$ cat src/rtl/soc_system_pcp_0_tc_mem_arb_pkg.sv
// Shared types and constants for the PCP tightly-coupled memory arbiter.
//   ADDR_W/DATA_W/DEPTH : memory geometry (6144 x 32, word addressed)
//   MAX_HOLD/ERR_W      : arbitration hold bound, error counter width
//   req_id_t            : requester id (REQ0 = PCP data master, REQ1 = DMA)
//   rd_tag_t            : in-flight read tag {pend, owner, oor}
package soc_system_pcp_0_tc_mem_arb_pkg;
  localparam int ADDR_W   = 13;
  localparam int DATA_W   = 32;
  localparam int DEPTH    = 6144;
  localparam int MAX_HOLD = 4;
  localparam int ERR_W    = 16;

  typedef enum logic {
    REQ0 = 1'b0,
    REQ1 = 1'b1
  } req_id_t;

  typedef struct packed {
    logic    pend;
    req_id_t owner;
    logic    oor;
  } rd_tag_t;
endpackage

$ cat src/rtl/soc_system_pcp_0_tc_mem_arb_grant.sv
// Round-robin grant with bounded hold for two requesters.
//   clk, rst_n   : clock, async active-low reset
//   active[1:0]  : requester has a command this cycle
//   grant_valid  : some requester is granted this cycle (combinational)
//   grant_id     : which one
// last_grant resets to REQ1 so REQ0 wins the first tie.
module soc_system_pcp_0_tc_mem_arb_grant
  import soc_system_pcp_0_tc_mem_arb_pkg::*;
#(
  parameter int HOLD = 4
) (
  input  logic       clk,
  input  logic       rst_n,
  input  logic [1:0] active,
  output logic       grant_valid,
  output req_id_t    grant_id
);
  localparam int HOLD_W = (HOLD > 1) ? $clog2(HOLD) : 1;
  localparam logic [HOLD_W-1:0] HOLD_MAX = HOLD_W'(HOLD - 1);

  req_id_t           last_grant;
  logic [HOLD_W-1:0] hold_cnt;
  logic              prev_vld;   // a grant happened last cycle

  always_comb begin
    grant_valid = |active;
    grant_id    = REQ0;
    unique case (active)
      2'b01: grant_id = REQ0;
      2'b10: grant_id = REQ1;
      2'b11: begin
        // stay with the current owner only while it is streaming and under its hold bound
        if (prev_vld && (hold_cnt < HOLD_MAX)) grant_id = last_grant;
        else grant_id = (last_grant == REQ0) ? REQ1 : REQ0;
      end
      default: grant_id = REQ0;
    endcase
  end

  always_ff @(posedge clk or negedge rst_n) begin
    if (!rst_n) begin
      last_grant <= REQ1;
      hold_cnt   <= '0;
      prev_vld   <= 1'b0;
    end else begin
      prev_vld <= grant_valid;
      if (!grant_valid) begin
        hold_cnt <= '0;
      end else if (grant_id == last_grant) begin
        if (hold_cnt != HOLD_MAX) hold_cnt <= hold_cnt + 1'b1;
      end else begin
        last_grant <= grant_id;
        hold_cnt   <= '0;
      end
    end
  end
endmodule

$ cat src/rtl/soc_system_pcp_0_tc_mem_arbiter.sv
// Two-requester Avalon-MM arbiter in front of one port of the PCP TCM.
//   clk, reset_n        : clock, async active-low reset
//   r0_* / r1_*         : Avalon-MM slave ports (PCP data master / DMA engine)
//   mem_*               : memory port drive; mem_readdata is valid 1 cycle after a read
//   err_count           : saturating count of out-of-range accesses
// Reads return with fixed latency 1 to the requester that issued them. Out-of-range
// commands are accepted but never reach the memory; such reads return zero.
module soc_system_pcp_0_tc_mem_arbiter #(
  parameter int ADDR_W   = soc_system_pcp_0_tc_mem_arb_pkg::ADDR_W,
  parameter int DATA_W   = soc_system_pcp_0_tc_mem_arb_pkg::DATA_W,
  parameter int DEPTH    = soc_system_pcp_0_tc_mem_arb_pkg::DEPTH,
  parameter int MAX_HOLD = soc_system_pcp_0_tc_mem_arb_pkg::MAX_HOLD,
  parameter int ERR_W    = soc_system_pcp_0_tc_mem_arb_pkg::ERR_W
) (
  input  logic                clk,
  input  logic                reset_n,
  input  logic [ADDR_W-1:0]   r0_address,
  input  logic [DATA_W/8-1:0] r0_byteenable,
  input  logic                r0_read,
  input  logic                r0_write,
  input  logic [DATA_W-1:0]   r0_writedata,
  output logic                r0_waitrequest,
  output logic [DATA_W-1:0]   r0_readdata,
  output logic                r0_readdatavalid,
  input  logic [ADDR_W-1:0]   r1_address,
  input  logic [DATA_W/8-1:0] r1_byteenable,
  input  logic                r1_read,
  input  logic                r1_write,
  input  logic [DATA_W-1:0]   r1_writedata,
  output logic                r1_waitrequest,
  output logic [DATA_W-1:0]   r1_readdata,
  output logic                r1_readdatavalid,
  output logic [ADDR_W-1:0]   mem_address,
  output logic [DATA_W/8-1:0] mem_byteenable,
  output logic                mem_chipselect,
  output logic                mem_write,
  output logic [DATA_W-1:0]   mem_writedata,
  output logic                mem_clken,
  input  logic [DATA_W-1:0]   mem_readdata,
  output logic [ERR_W-1:0]    err_count
);
  import soc_system_pcp_0_tc_mem_arb_pkg::*;

  localparam int BE_W = DATA_W / 8;

  logic [1:0][ADDR_W-1:0] addr;
  logic [1:0][BE_W-1:0]   be;
  logic [1:0][DATA_W-1:0] wdata;
  logic [1:0]             rd, wr, active, wait_o, rvld;
  logic [1:0][DATA_W-1:0] rdata;

  assign addr  = {r1_address, r0_address};
  assign be    = {r1_byteenable, r0_byteenable};
  assign wdata = {r1_writedata, r0_writedata};
  assign wr    = {r1_write, r0_write};
  // read+write together counts as a write
  assign rd    = {r1_read & ~r1_write, r0_read & ~r0_write};
  // nothing is granted while reset is held, which keeps the memory port quiet
  assign active = (rd | wr) & {2{reset_n}};

  logic    grant_valid;
  req_id_t grant_id;

  soc_system_pcp_0_tc_mem_arb_grant #(.HOLD(MAX_HOLD)) u_grant (
    .clk         (clk),
    .rst_n       (reset_n),
    .active      (active),
    .grant_valid (grant_valid),
    .grant_id    (grant_id)
  );

  logic [ADDR_W-1:0] sel_addr;
  logic              in_range;

  assign sel_addr = addr[grant_id];
  assign in_range = {1'b0, sel_addr} < (ADDR_W + 1)'(DEPTH);

  assign mem_address    = sel_addr;
  assign mem_byteenable = be[grant_id];
  assign mem_writedata  = wdata[grant_id];
  assign mem_write      = grant_valid & wr[grant_id];
  assign mem_chipselect = grant_valid & in_range;
  assign mem_clken      = 1'b1;

  // read tag: one slot suffices since latency is exactly one cycle
  rd_tag_t tag;

  always_ff @(posedge clk or negedge reset_n) begin
    if (!reset_n) begin
      tag <= '{pend: 1'b0, owner: REQ0, oor: 1'b0};
    end else begin
      tag.pend  <= grant_valid & rd[grant_id];
      tag.owner <= grant_id;
      tag.oor   <= ~in_range;
    end
  end

  always_ff @(posedge clk or negedge reset_n) begin
    if (!reset_n) err_count <= '0;
    else if (grant_valid && !in_range && (err_count != '1)) err_count <= err_count + 1'b1;
  end

  logic [DATA_W-1:0] rsp_data;
  assign rsp_data = tag.oor ? '0 : mem_readdata;

  for (genvar i = 0; i < 2; i++) begin : g_req
    localparam req_id_t ID = (i == 1) ? REQ1 : REQ0;
    logic [DATA_W-1:0] hold_q;   // last data delivered to this requester

    assign wait_o[i] = ~reset_n | (active[i] & ~(grant_valid & (grant_id == ID)));
    assign rvld[i]   = tag.pend & (tag.owner == ID);
    assign rdata[i]  = rvld[i] ? rsp_data : hold_q;

    always_ff @(posedge clk or negedge reset_n) begin
      if (!reset_n) hold_q <= '0;
      else if (rvld[i]) hold_q <= rsp_data;
    end
  end

  assign r0_waitrequest   = wait_o[0];
  assign r1_waitrequest   = wait_o[1];
  assign r0_readdatavalid = rvld[0];
  assign r1_readdatavalid = rvld[1];
  assign r0_readdata      = rdata[0];
  assign r1_readdata      = rdata[1];
endmodule

$ cat config.mk
export PLATFORM = sky130hd
export DESIGN_NAME = soc_system_pcp_0_tc_mem_arbiter
export DESIGN_NICKNAME = d
export VERILOG_FILES = /design/src/rtl/soc_system_pcp_0_tc_mem_arb_pkg.sv /design/src/rtl/soc_system_pcp_0_tc_mem_arb_grant.sv /design/src/rtl/soc_system_pcp_0_tc_mem_arbiter.sv
export SDC_FILE = /design/constraint.sdc
export NUM_CORES = 1
export LEC_CHECK = 0
export BUFFER_PORTS_ARGS = -buffer_cell sky130_fd_sc_hd__clkbuf_2
export CAP_MARGIN = 0
export CORE_MARGIN = 2
export CORE_UTILIZATION = 40
export DETAILED_ROUTE_END_ITERATION = 6
export MAX_ROUTING_LAYER = met4
export PLACE_DENSITY = 0.76
export SETUP_SLACK_MARGIN = 0.3
export SYNTH_ARGS = -nofsm -noshare
export SYNTH_HDL_FRONTEND = slang
export SYNTH_SLANG_ARGS = --single-unit
$ cat constraint.sdc
create_clock -name clk -period 3.2 [get_ports clk]
set_clock_uncertainty 0.1 [all_clocks]
set_input_delay 0.16 -clock clk [delete_from_list [all_inputs] [get_ports clk]]
set_output_delay 0.16 -clock clk [all_outputs]
set_load 0.1 [all_outputs]
==> metrics <==
status=complete, no violations; Worst Path Max Fanout=41; # H-tree levels=3; ys flop type=dfrtp_1; Critical R2R Capture=err_count[12]; maximum vdd drop=814 uV; hold path start=mem_readdata[1]; Post-synth ARST share=100%; synth-to-layout area growth=61.8%; Required @ worst endpoint=2.94 ns; antenna cell count=0; Routed WL per cell=16.9 um; f_max=369 MHz; placer congestion estimate=0.907; CP Capture Type=primary output; gr ovfl total=0; Slew HR=35.4%; Post-Synth Adder-Cell Area=0.590%; CTS Buffer Depth=2; final setup violation count=0; Worst Hold Class=in -> reg; Post-Synthesis Cells=414; FF-to-FF path depth=7; RSZ-0062 raised after global routing=false; worst hold stages=3; critical path startpoint category=flop; largest family of logic cells by synthesized area=simple AND/OR/NAND/NOR gates; most frequent cells in the layout=clkbuf_2, dfrtp_1, nand2_1, buf_12, o21ai_1; post-synthesis mux area share=14.0%; Mapped Area=0.00424 sq mm; Initial Utilization=41.1%; final period utilization=84.6%; CTS Sinks=87; reg2reg setup slack=0.87 ns; Worst Setup Slack, final=0.493 ns; die footprint=0.0114 sq mm; leakage power=0.00351 uW; EDFF count, synth=0; Critical Path AT=2.45 ns; first-pass iteration count of the detailed router=4; post-place setup slack=0.748 ns; WL final=14.2 mm; routed vias=4097; reg-to-reg startpoint=u_grant.hold_cnt[0]; largest net degree at the start of global routing=80; Pwr Density=1050 mW/mm^2; Via density=4.88; DRC=0; post-DP HPWL=11.3 mm; clk_lat worst skew=0.35 ns; Setup Buffers After CTS=0; post-synthesis simple-gate area fraction=17.4%; most common cell after layout, fill and taps aside=clkbuf_2; Fill cells=805; final slew viol count=0; CTS tree=built; Layout Nets=836; buffers added on ports=270; first-pass GRT wire length=22.1 mm; row cnt=37; Netlist cell types=43; antenna violations before repair=0; synth warn=0; Synth Area in XOR/XNOR=3.28%; hold endpoint=g_req[0].hold_q[1]; max-cap viol count=0; Tmin final=2.71 ns; Final Instance Area=0.00686 sq mm; root buffer cell=clkbuf_8; syn_area_per_cell=10.2 sq um; final hold violations=0; Clock transition at path regs=0.08 ns; CORE AREA=0.0103 sq mm; Synth Area in Compound Gates=10.3%; share of cells above drive strength 1=43.2%; Tot GR Track Use=26.0%; WS Path Type=reg -> out; worst-margin pin slew=0.969 ns; die height=107 um; DR iter-0 viols=237; placed cell area=0.00647 sq mm; Ports=272; Syn Nets=552; flip-flop and latch count after synthesis=87; DRT antenna net count=0; post-synthesis sequential area ratio=51.4%; die extent in x=107 um; vias in the first global route=4275; CTS Buf Count=9
-- metrics by stage --
stage                     total power [uW]  hold slack (ns)  cells  util (%)  setup TNS (ns)
final                                 7220           0.0186    839      66.4               0
after global routing                  7490           0.0161    839      66.4               0
after CTS                             7260         0.000672    839      66.4               0
after detailed placement              6570          -0.0793    801      62.7               0
after global placement                6520          -0.0793    801      62.7               0
after floorplan                       5570           -0.236    414         -           -6.00
-- registers in the layout, summed over array words and instances, names as in the netlist --
name,cells
err_count,16
g_req.hold_q,64
tag,3
u_grant.last_grant,1
u_grant.prev_vld,1
u_grant.hold_cnt,2
-- kinds of logic after synthesis --
| group | after synthesis |
|---|---|
| multiplexers | 53 |
| XOR/XNOR | 15 |
| AO/OA/AOI/OAI | 81 |
| other | 1 |
| adder cells (fa/ha/maj) | 2 |
| AND/OR/NAND/NOR | 147 |
| flip-flops | 87 |
| buffers and inverters | 28 |
-- per-layer routing --
layer | GRT usage, % | share of wire, % | routed length (um)
met1 | 29.7 | 39 | 5490
met2 | 44.3 | 51 | 7170
met3 | 7.66 | 8.5 | 1210
met4 | 7.70 | 2.0 | 284
met5 | - | 0 | 0
-- cell usage after synthesis (3+ instances only) --
master	instances	area, sq um
clkbuf_1	15	56.3
dfrtp_1	86	2150
xor2_1	5	43.8
and3_1	4	25.0
mux2_2	5	56.3
mux2_1	46	518
inv_1	3	11.3
nand2b_1	34	213
o21ai_0	69	345
nand2_1	77	289
a21oi_1	3	15.0
nor2_1	5	18.8
nand4_1	8	50.1
buf_2	6	30.0
xnor2_1	9	78.8
nand3_1	4	20.0
-- what timing repair did --
item	in CTS	in global routing
hold buffers	22	0
endpoints found under the hold margin	37	0
resized for setup	0	3
setup endpoints to repair	0	44
-- cell type report --
cell class,instances,area (sq um),share of cell area (%)
Timing Repair Buffer,298,2390,34.8
Clock inverter,1,5.00,0.0730
Inverter,3,11.3,0.164
Multi-Input combinational cell,299,1950,28.4
Clock buffer,15,156,2.28
Tap cell,136,170,2.48
Sequential cell,87,2180,31.8
-- worst max path at each step --
stage	to	cells past startpoint	start	slack [ns]
2_1_floorplan	g_req[0].hold_q[24]	4	tag[1]	-0.28
3_3_place_gp	mem_byteenable[2]	7	u_grant.hold_cnt[0]	0.79
3_5_place_dp	mem_writedata[4]	7	u_grant.hold_cnt[0]	0.75
4_1_cts	mem_writedata[28]	7	u_grant.hold_cnt[0]	0.35
5_1_grt	mem_writedata[28]	7	u_grant.hold_cnt[0]	0.34
6_report	mem_writedata[28]	7	u_grant.hold_cnt[0]	0.49
-- power breakdown --
| part | total [uW] | internal (uW) | switching [uW] |
|---|---|---|---|
| logic | 4950 | 866 | 4080 |
| clock network | 656 | 304 | 351 |
| registers | 1620 | 1470 | 143 |
| total | 7220 | 2640 | 4570 |
-- critical path, cell delays in order, from the launching register on --
cell      delay (ns)
dfrtp_1         0.40
ha_1            0.24
nand2b_4        0.17
xnor2_2         0.17
a21oi_4         0.15
buf_6           0.35
mux2_1          0.42
buf_12          0.18
Power figures use the tool's default switching activity.
